`config.mk`:
```
export PLATFORM = sky130hd
export DESIGN_NAME = x_input_conditioner
export DESIGN_NICKNAME = d
export VERILOG_FILES = /design/src/rtl/x_cond_pkg.sv /design/src/rtl/x_input_conditioner_sync_chain.sv /design/src/rtl/x_input_conditioner.sv
export SDC_FILE = /design/constraint.sdc
export NUM_CORES = 1
export LEC_CHECK = 0
export ABC_CLOCK_PERIOD_IN_PS = 2700
export BUFFER_PORTS_ARGS = -buffer_cell sky130_fd_sc_hd__buf_2
export CELL_PAD_IN_SITES_DETAIL_PLACEMENT = 0
export CELL_PAD_IN_SITES_GLOBAL_PLACEMENT = 2
export CORE_AREA = 5 5 42 44
export DETAILED_ROUTE_END_ITERATION = 8
export DIE_AREA = 0 0 47 49
export PLACE_DENSITY = 0.73
export SKIP_LAST_GASP = 1
export SLEW_MARGIN = 30
export SYNTH_ARGS = -nofsm -noshare
export SYNTH_HDL_FRONTEND = slang
export SYNTH_SLANG_ARGS = --single-unit
```
`constraint.sdc`:
```
create_clock -name clk -period 2.7 [get_ports clk]
set_input_delay 0.405 -clock clk [delete_from_list [all_inputs] [get_ports clk]]
set_output_delay 0.405 -clock clk [all_outputs]
set_load 0.01 [all_outputs]
```
`src/rtl/x_cond_pkg.sv`:
```
// rtl/x_cond_pkg.sv - shared state encoding and default parameters for the input conditioner
package x_cond_pkg;

    typedef enum logic [1:0] {IDLE_LOW, CHK_HIGH, STABLE_HIGH, CHK_LOW} xc_state_t;

    localparam int SYNC_STAGES_DEF     = 2;
    localparam int DEBOUNCE_CYCLES_DEF = 4;

endpackage

```
`src/rtl/x_input_conditioner_sync_chain.sv`:
```
// rtl/x_input_conditioner_sync_chain.sv - multi-flop synchronizer for the raw button input
module sync_chain #(
    parameter int SYNC_STAGES = 2
) (
    input  logic clk,
    input  logic rst_n,
    input  logic d,
    output logic q
);

    logic [SYNC_STAGES-1:0] sr;

    always_ff @(posedge clk) begin
        if (!rst_n) begin
            sr <= '0;
        end else begin
            sr <= {sr[SYNC_STAGES-2:0], d};
        end
    end

    assign q = sr[SYNC_STAGES-1];

endmodule

```
`src/rtl/x_input_conditioner.sv`:
```
// rtl/x_input_conditioner.sv - synchronize, debounce and shape btn_raw into x; X_PULSE_MODE_EN makes x a one-clock rise pulse
module x_input_conditioner
    import x_cond_pkg::*;
#(
    parameter int SYNC_STAGES     = SYNC_STAGES_DEF,
    parameter int DEBOUNCE_CYCLES = DEBOUNCE_CYCLES_DEF
) (
    input  logic clk,
    input  logic rst_n,
    input  logic allow,
    input  logic btn_raw,
    output logic x,
    output logic x_level,
    output logic busy
);

    localparam int CNT_W = $clog2(DEBOUNCE_CYCLES) + 1;
    localparam logic [CNT_W-1:0] CNT_LAST = CNT_W'(DEBOUNCE_CYCLES - 1);

    logic             s;
    xc_state_t        state;
    logic [CNT_W-1:0] cnt;
    logic             level_q;

    // The synchronizer ignores allow so s is already settled when allow rises.
    sync_chain #(
        .SYNC_STAGES(SYNC_STAGES)
    ) u_sync (
        .clk  (clk),
        .rst_n(rst_n),
        .d    (btn_raw),
        .q    (s)
    );

    always_ff @(posedge clk) begin
        if (!rst_n || !allow) begin
            state   <= IDLE_LOW;
            cnt     <= '0;
            level_q <= 1'b0;
        end else begin
            case (state)
                IDLE_LOW: begin
                    if (s) begin
                        state <= CHK_HIGH;
                        cnt   <= '0;
                    end
                end
                CHK_HIGH: begin
                    if (!s) begin
                        state <= IDLE_LOW;
                        cnt   <= '0;
                    end else if (cnt == CNT_LAST) begin
                        state   <= STABLE_HIGH;
                        level_q <= 1'b1;
                        cnt     <= '0;
                    end else begin
                        cnt <= cnt + 1'b1;
                    end
                end
                STABLE_HIGH: begin
                    if (!s) begin
                        state <= CHK_LOW;
                        cnt   <= '0;
                    end
                end
                CHK_LOW: begin
                    if (s) begin
                        state <= STABLE_HIGH;
                        cnt   <= '0;
                    end else if (cnt == CNT_LAST) begin
                        state   <= IDLE_LOW;
                        level_q <= 1'b0;
                        cnt     <= '0;
                    end else begin
                        cnt <= cnt + 1'b1;
                    end
                end
                default: begin
                    state <= IDLE_LOW;
                    cnt   <= '0;
                end
            endcase
        end
    end

    assign x_level = level_q;
    assign busy    = (state == CHK_HIGH) || (state == CHK_LOW);

`ifdef X_PULSE_MODE_EN
    logic pulse_q;

    // Fires on the same edge that commits the rising level, never on the fall.
    always_ff @(posedge clk) begin
        if (!rst_n || !allow) begin
            pulse_q <= 1'b0;
        end else begin
            pulse_q <= (state == CHK_HIGH) && s && (cnt == CNT_LAST);
        end
    end

    assign x = pulse_q;
`else
    assign x = level_q;
`endif

endmodule

```
==> reports/summary.txt, run 1 <==
Final wirelength = 669 microns
Syn-to-layout area delta = 18.0%
CTS resizes = 0
# IOs = 7
Total core area = 1400 sq um
Yosys top cell area share = 47.1%
Global placement routability congestion = 0.785
Xor/xnor share of the synthesized area = 5.15%
Cell internal pwr = 175 uW
Crit path largest cell delay = 0.46 ns
Number of synthesized register bits = 8
Final hold slack = 0.359 ns
Worst slack at placement = 1.55 ns
Final setup margin = 1.40 ns
Share of async-settable or async-resettable flops after synthesis = 0%
Combinational fraction of design power = 3.8%
Largest cells by area after synthesis = dfxtp_1, a21oi_1, nand3b_1
DIE AREA = 2300 sq um
CTS sink count = 8
Fraction of layout cells with a size suffix above 1 = 22.0%
DR DRC count = 0
Sequential share of power = 54.7%
Vias after detailed routing = 274
Final setup vio count = 0
Arrival time at the worst endpoint = 0.90 ns
Die width = 47 microns
Worst path cell trace = buf_2
Setup CP Type = reg -> out
Clk pwr share = 41.5%
CTS Buf Count = 3
Post-Synth Adder-Cell Area = 3.68%
Slew Viols, Final = 0
HP Class = in -> reg
GR peak layer = met2
First-pass GRT wire length = 1190 microns
Synth area leader = dfxtp_1
IO Port Bufs = 6
Initial DRC count = 1
Period utilisation layout = 48.2%
Post-DP HPWL = 549 microns
Synth Area in Compound Gates = 12.5%
Met2 Track Usage GR = 11.1%
Post-synth EDFFs = 0
PwrDens = 553 nW/um^2
Worst slew margin = 78.0%
Worst-Skew Late Latency = 0.26 ns
Starting Density = 24.3%
Syn_area_per_cell = 10.0 sq um
M3 GR Usage = 3.32%
Main combinational cell family by area after synthesis = simple AND/OR/NAND/NOR gates
Worst Path Max Fanout = 9
Final Skew = 0.00652 ns
Post-synth top cells = dfxtp_1, a21oi_1
Mux contribution to synthesized area = 2.94%
Reg clk slew, reported paths = 0.06 ns
P_sw = 47.5 uW
Mapped Cells = 34
Fillers = 161
Final antenna-violating net count = 0
Slew at the pin with the worst max-slew slack = 0.327 ns
Synth Area in Simple Gates = 25.4%
Post-CTS Setup Repair Bufs = 0
Sequential cell area fraction in the yosys report = 47.1%
Slowest cell on crit path = dfxtp_1
# nets final = 48
H-tree levels = 1
Largest net degree at the start of global routing = 10
Cell Area, Synth = 340 sq um
TritonRoute pass-1 iters = 2
CP top delay family = flip-flops
Outcome = completed
Bufs on Longest Clock Path = 2
Die height = 49 microns
Placed cells = 54
Critical path required time = 2.30 ns
Most numerous cell in the Yosys netlist = dfxtp_1
Remaining global-route overflow = 0
RSZ-0062 raised after global routing = false
CP bufs+invs = 1
Gr usage total = 7.56%
Final Instance Count excl. Fillers = 57
Crit path launch type = register
Number of inserted diodes = 0
Synth Warn # = 0
Leak pwr = 0.000158 uW
Antenna violations before repair = 0
Post-CTS Hold Buffers = 0
Post-synth net total = 39
Primary FF master, synth = dfxtp_1
Worst setup EP type = output pin
VDD IR max = 0.000191 V
Unique masters post-synth = 21
Avg WL per Cell = 11.7 microns
TNS Setup = 0 ns
GR met1 Demand/Resource = 7.54%
CTS tree = built
Period minus WS final = 1.30 ns
Vias in the first global route = 292
Layout Utilization = 28.7%
CTS root buf = clkbuf_4
Max cap viols = 0
Via density = 4.81
Max Fclk = 0.768 GHz
Num rows = 14
Switch share = 21.4%
Fin. Hold Viols = 0
-- cells in the final DEF, fill, tap and decap left out, drive strengths merged --
master,instances
dfxtp,8
buf,6
a21oi,3
clkbuf,3
nand3b,2
nor2,2
nand2b,2
and2,2
xnor2,1
xor2,1
nand3,1
nand2,1
and3b,1
mux2i,1
o2111ai,1
o31ai,1
nand4b,1
nor3b,1
o2111a,1
nor3,1
ha,1
-- kinds of logic after synthesis --
group / count (synthesis)
adder cells (fa/ha/maj): 1
multiplexers: 1
AND/OR/NAND/NOR: 14
flip-flops: 8
buffers and inverters: 2
AO/OA/AOI/OAI: 6
XOR/XNOR: 2
-- worst reg2reg max path, delay by kind of cell, from the launching register on --
kind / cells / cell delay, ns
adder cells (fa/ha/maj): 1 / 0.20
AND/OR/NAND/NOR: 2 / 0.28
flip-flops: 1 / 0.35
multiplexers: 1 / 0.21
-- power by group through the flow --
stage                     clock network (uW)  logic [uW]  registers [uW]
after floorplan                            0        4.42             123
after global placement                     0        8.33             124
after detailed placement                   0        8.62             124
after CTS                               96.5        8.57             121
after global routing                     100        9.60             122
final                                   92.2        8.46             121
-- worst paths after layout --
kind | startpoint | endpoint | slack, ns | depth (start not counted)
max | state[0] | busy | 1.40 | 1
min | btn_raw | u_sync.sr[0] | 0.36 | 2
max reg2reg | cnt[0] | register | 1.56 | 4
min reg2reg | u_sync.sr[0] | u_sync.sr[1] | 0.44 | 1
-- routing by layer --
layer  share of wire (%)  vias up
met5                   0        -
met4                 3.6        0
met3                 6.1        4
met2                  48        8
met1                  42      126
li1                    -      136
-- metrics by stage --
stage	cell area (sq um)	power [uW]
after global routing	402	232
final	402	222
after global placement	379	132
after detailed placement	379	133
after floorplan	340	128
after CTS	402	226
-- area by class of cell --
cell class | instances | area [sq um] | area share [%]
Clock buffer | 3 | 22.5 | 5.61
Multi-Input combinational cell | 24 | 169 | 42.1
Sequential cell | 8 | 160 | 39.9
Tap cell | 16 | 20.0 | 4.98
Timing Repair Buffer | 6 | 30.0 | 7.48
No activity file was read; power rests on OpenSTA's default activity.
==> run 2, diff against run 1 <==
ABC_CLOCK_PERIOD_IN_PS = 1300   (was 2700)
clock period = 1.3 ns   (was 2.7 ns; I/O delays follow)
==> run 2 against run 1 <==
Sequential share of layout area down 0.73 points. Flip-flop and latch count unchanged. Critical path type is now reg -> reg. Total power rose by 100%. Largest cell class unchanged. Setup slack worse by 1.2 ns. Largest power group unchanged.
==> reports/summary.txt, run 2 (same netlist as run 1, synthesis figures left out) <==
Hold path cells = 2
Final wirelength = 617 microns
Num rows = 14
Starting Density = 24.3%
Final antenna-violating net count = 0
Final Skew = 0.000713 ns
GR peak layer = met2
Antenna violations before repair = 0
Initial DRC count = 6
Post-CTS Setup Repair Bufs = 0
Worst Path Max Fanout = 3
Leak pwr = 0.000162 uW
CTS resizes = 0
Met2 Track Usage GR = 8.82%
PwrDens = 1110 nW/um^2
Avg WL per Cell = 10.6 microns
Gr usage total = 6.77%
First-pass GRT wire length = 1060 microns
H-tree levels = 1
Fraction of layout cells with a size suffix above 1 = 23.8%
Crit path largest cell delay = 0.34 ns
Worst-Skew Late Latency = 0.25 ns
Worst setup EP type = register
# nets final = 49
Slew at the pin with the worst max-slew slack = 0.260 ns
Max cap viols = 0
DR DRC count = 0
IO Port Bufs = 6
# IOs = 7
CP bufs+invs = 0
CTS sink count = 8
CP top delay family = flip-flops
Total core area = 1400 sq um
VDD IR max = 0.000403 V
Arrival time at the worst endpoint = 1.28 ns
Period minus WS final = 1.15 ns
DIE AREA = 2300 sq um
M3 GR Usage = 3.32%
Fin. Hold Viols = 0
Commonest non-fill, non-tap cell in the layout = dfxtp_1
TritonRoute pass-1 iters = 3
Slowest cell on crit path = dfxtp_1
Vias in the first global route = 270
Via density = 4.72
Commonest cells after routing, fill and taps aside = dfxtp_1, buf_2, a21oi_1, clkbuf_4
CTS tree = built
TNS Setup = 0 ns
Layout Utilization = 29.2%
Global placement routability congestion = 0.795
Syn-to-layout area delta = 20.2%
Number of inserted diodes = 0
Period utilisation layout = 88.2%
Crit path depth = 4
Critical path required time = 1.44 ns
Max Fclk = 0.873 GHz
Die height = 49 microns
CTS root buf = clkbuf_4
Crit path launch type = register
Fillers = 163
Largest net degree at the start of global routing = 10
Worst path cell trace = ha_1 > and3b_1 > mux2i_1 > nor2_1
Outcome = completed
Post-CTS Hold Buffers = 0
Vias after detailed routing = 274
CTS Buf Count = 3
Die width = 47 microns
Remaining global-route overflow = 0
Bufs on Longest Clock Path = 2
Slew Viols, Final = 0
Final setup vio count = 0
HP Class = in -> reg
Worst slew margin = 82.6%
Worst Reg-to-Reg Cells = 4
Reg clk slew, reported paths = 0.05 ns
GR met1 Demand/Resource = 7.28%
RSZ-0062 raised after global routing = false
Setup CP Type = reg -> reg
-- run 2: per-layer routing --
layer  routed length, microns  vias up
met5                        0        -
met2                      249        7
met3                       32        4
met1                      305      123
li1                         -      140
met4                       29        0
-- run 2: worst paths after layout --
| check | start | to | slack (ns) |
|---|---|---|---|
| worst max-delay path | cnt[0] | register | 0.15 |
| worst max register to register | cnt[0] | register | 0.15 |
| worst min-delay path | btn_raw | u_sync.sr[0] | 0.15 |
| worst min register to register | u_sync.sr[0] | u_sync.sr[1] | 0.44 |
-- run 2: report_power, final --
part	internal, uW	total, uW	leakage (uW)	switching [uW]
Clock	105	183	0.0000138	77.8
Combinational	9.38	18.9	0.0000835	9.56
Sequential	249	252	0.0000649	3.37
-- run 2: cell type report --
class                   count  area [sq um]  share of cell area [%]
well taps                  16          20.0                    4.89
repair buffers              7          37.5                    9.17
multi-input cells          24           169                    41.3
clock buffers               3          22.5                    5.50
flip-flops and latches      8           160                    39.1
-- run 2: per-stage QoR --
stage          hold WS, ns  area [sq um]  total power (uW)  worst slack, ns  std cells
4_1_cts              0.143           409               464            0.140         58
3_5_place_dp         0.414           387               277            0.151         55
5_1_grt              0.154           409               478           0.0431         58
3_3_place_gp         0.403           387               276            0.193         55
2_1_floorplan        0.317           340               266            0.269         34
6_report             0.152           409               454            0.154         58
==> run 3, diff against run 2 <==
CELL_PAD_IN_SITES_DETAIL_PLACEMENT = not set   (was 0)
CELL_PAD_IN_SITES_GLOBAL_PLACEMENT = not set   (was 2)
PLACE_DENSITY = 0.53   (was 0.73)
==> run 3 against run 2 <==
Utilization stayed put. Non-clock buffer count is the same. Final cell count unchanged. Sequential power hardly changed. Register-to-register slack barely moved. Critical path depth unchanged. Hold slack got worse by 0.0056 ns. Die area did not move. Count of clock-buffer cells in the layout is the same. Clock power rose by 3%. Largest cell class unchanged.
==> reports/summary.txt, run 3 (same netlist as run 1, synthesis figures left out) <==
TritonRoute pass-1 iters = 4
CTS resizes = 0
Post-DP HPWL = 474 microns
Max cap viols = 0
Syn-to-layout area delta = 20.2%
Fin. Hold Viols = 0
Largest net degree at the start of global routing = 10
Remaining global-route overflow = 0
VDD IR max = 0.000386 V
CTS root buf = clkbuf_4
Worst setup EP type = register
Total core area = 1400 sq um
Avg WL per Cell = 10.5 microns
Die width = 47 microns
IO Port Bufs = 6
Post-CTS Hold Buffers = 0
Number of inserted diodes = 0
Fraction of layout cells with a size suffix above 1 = 23.8%
Final antenna-violating net count = 0
# IOs = 7
Post-CTS Setup Repair Bufs = 0
Outcome = completed
CTS Buf Count = 3
Antenna violations before repair = 0
# nets final = 49
Worst Path Max Fanout = 3
Commonest cells after routing, fill and taps aside = dfxtp_1, buf_2, a21oi_1, clkbuf_4
DR DRC count = 0
Setup CP Type = reg -> reg
Bufs on Longest Clock Path = 2
Global placement routability congestion = 0.759
Slew at the pin with the worst max-slew slack = 0.238 ns
Final Skew = 0.000138 ns
Period minus WS final = 1.13 ns
Crit path launch type = register
H-tree levels = 1
Critical path required time = 1.46 ns
Post-layout instance area = 409 sq um
RSZ-0062 raised after global routing = false
Gr usage total = 6.91%
HP Class = in -> reg
Via density = 4.76
Fillers = 156
Final setup vio count = 0
CTS sink count = 8
Initial DRC count = 3
First-pass GRT wire length = 1060 microns
Arrival time at the worst endpoint = 1.30 ns
DIE AREA = 2300 sq um
Slew Viols, Final = 0
Starting Density = 24.3%
Vias in the first global route = 258
Leak pwr = 0.000162 uW
CTS tree = built
Worst-Skew Late Latency = 0.25 ns
Commonest non-fill, non-tap cell in the layout = dfxtp_1
Vias after detailed routing = 276
DP Area = 387 sq um
Reg clk slew, reported paths = 0.05 ns
Worst slew margin = 84.1%
PwrDens = 1120 nW/um^2
Num rows = 14
Final wirelength = 611 microns
Period utilisation layout = 87.1%
TNS Setup = 0 ns
Die height = 49 microns
Max Fclk = 0.883 GHz
-- run 3: worst paths after layout --
path	endpoint	from	slack, ns	cells after the start
hold reg to reg	u_sync.sr[1]	u_sync.sr[0]	0.43	1
setup / recovery	x	cnt[0]	0.17	4
setup reg to reg	x	cnt[0]	0.17	4
hold / removal	u_sync.sr[0]	btn_raw	0.15	2
-- run 3: power breakdown --
group | internal (uW) | leakage [uW] | total (uW) | switching [uW]
sequential | 249 | 0.0000649 | 252 | 3.17
combinational | 9.39 | 0.0000835 | 19.0 | 9.65
clock | 106 | 0.0000138 | 189 | 83.2
total | 364 | 0.000162 | 460 | 96.0
-- run 3: cell type report --
| cell class | count | area (sq um) | share of cell area [%] |
|---|---|---|---|
| Clock buffer | 3 | 22.5 | 5.50 |
| Sequential cell | 8 | 160 | 39.1 |
| Tap cell | 16 | 20.0 | 4.89 |
| Multi-Input combinational cell | 24 | 169 | 41.3 |
| Timing Repair Buffer | 7 | 37.5 | 9.17 |
-- run 3: stage by stage --
| step | hold slack, ns | util (%) | cells | power, uW | setup WS (ns) |
|---|---|---|---|---|---|
| 4_1_cts | 0.138 | 29.2 | 58 | 470 | 0.155 |
| 3_5_place_dp | 0.406 | 27.6 | 55 | 277 | 0.177 |
| 5_1_grt | 0.146 | 29.2 | 58 | 487 | 0.0435 |
| 3_3_place_gp | 0.402 | 27.6 | 55 | 277 | 0.201 |
| 6_report | 0.147 | 29.2 | 58 | 460 | 0.167 |
| 2_1_floorplan | 0.317 | - | 34 | 266 | 0.269 |
-- run 3: critical path, stage by stage (launching register included) --
cell     delay, ns
dfxtp_1       0.34
ha_1          0.19
and3b_1       0.22
a21oi_1       0.09
o31ai_1       0.20
-- run 3: per-layer routing --
metal | vias up | share of wire, % | GRT usage (%)
met3 | 5 | 5.9 | 3.32
met4 | 0 | 5.6 | 6.91
li1 | 139 | - | -
met2 | 9 | 46 | 9.50
met1 | 123 | 42 | 7.06
met5 | - | 0 | 0
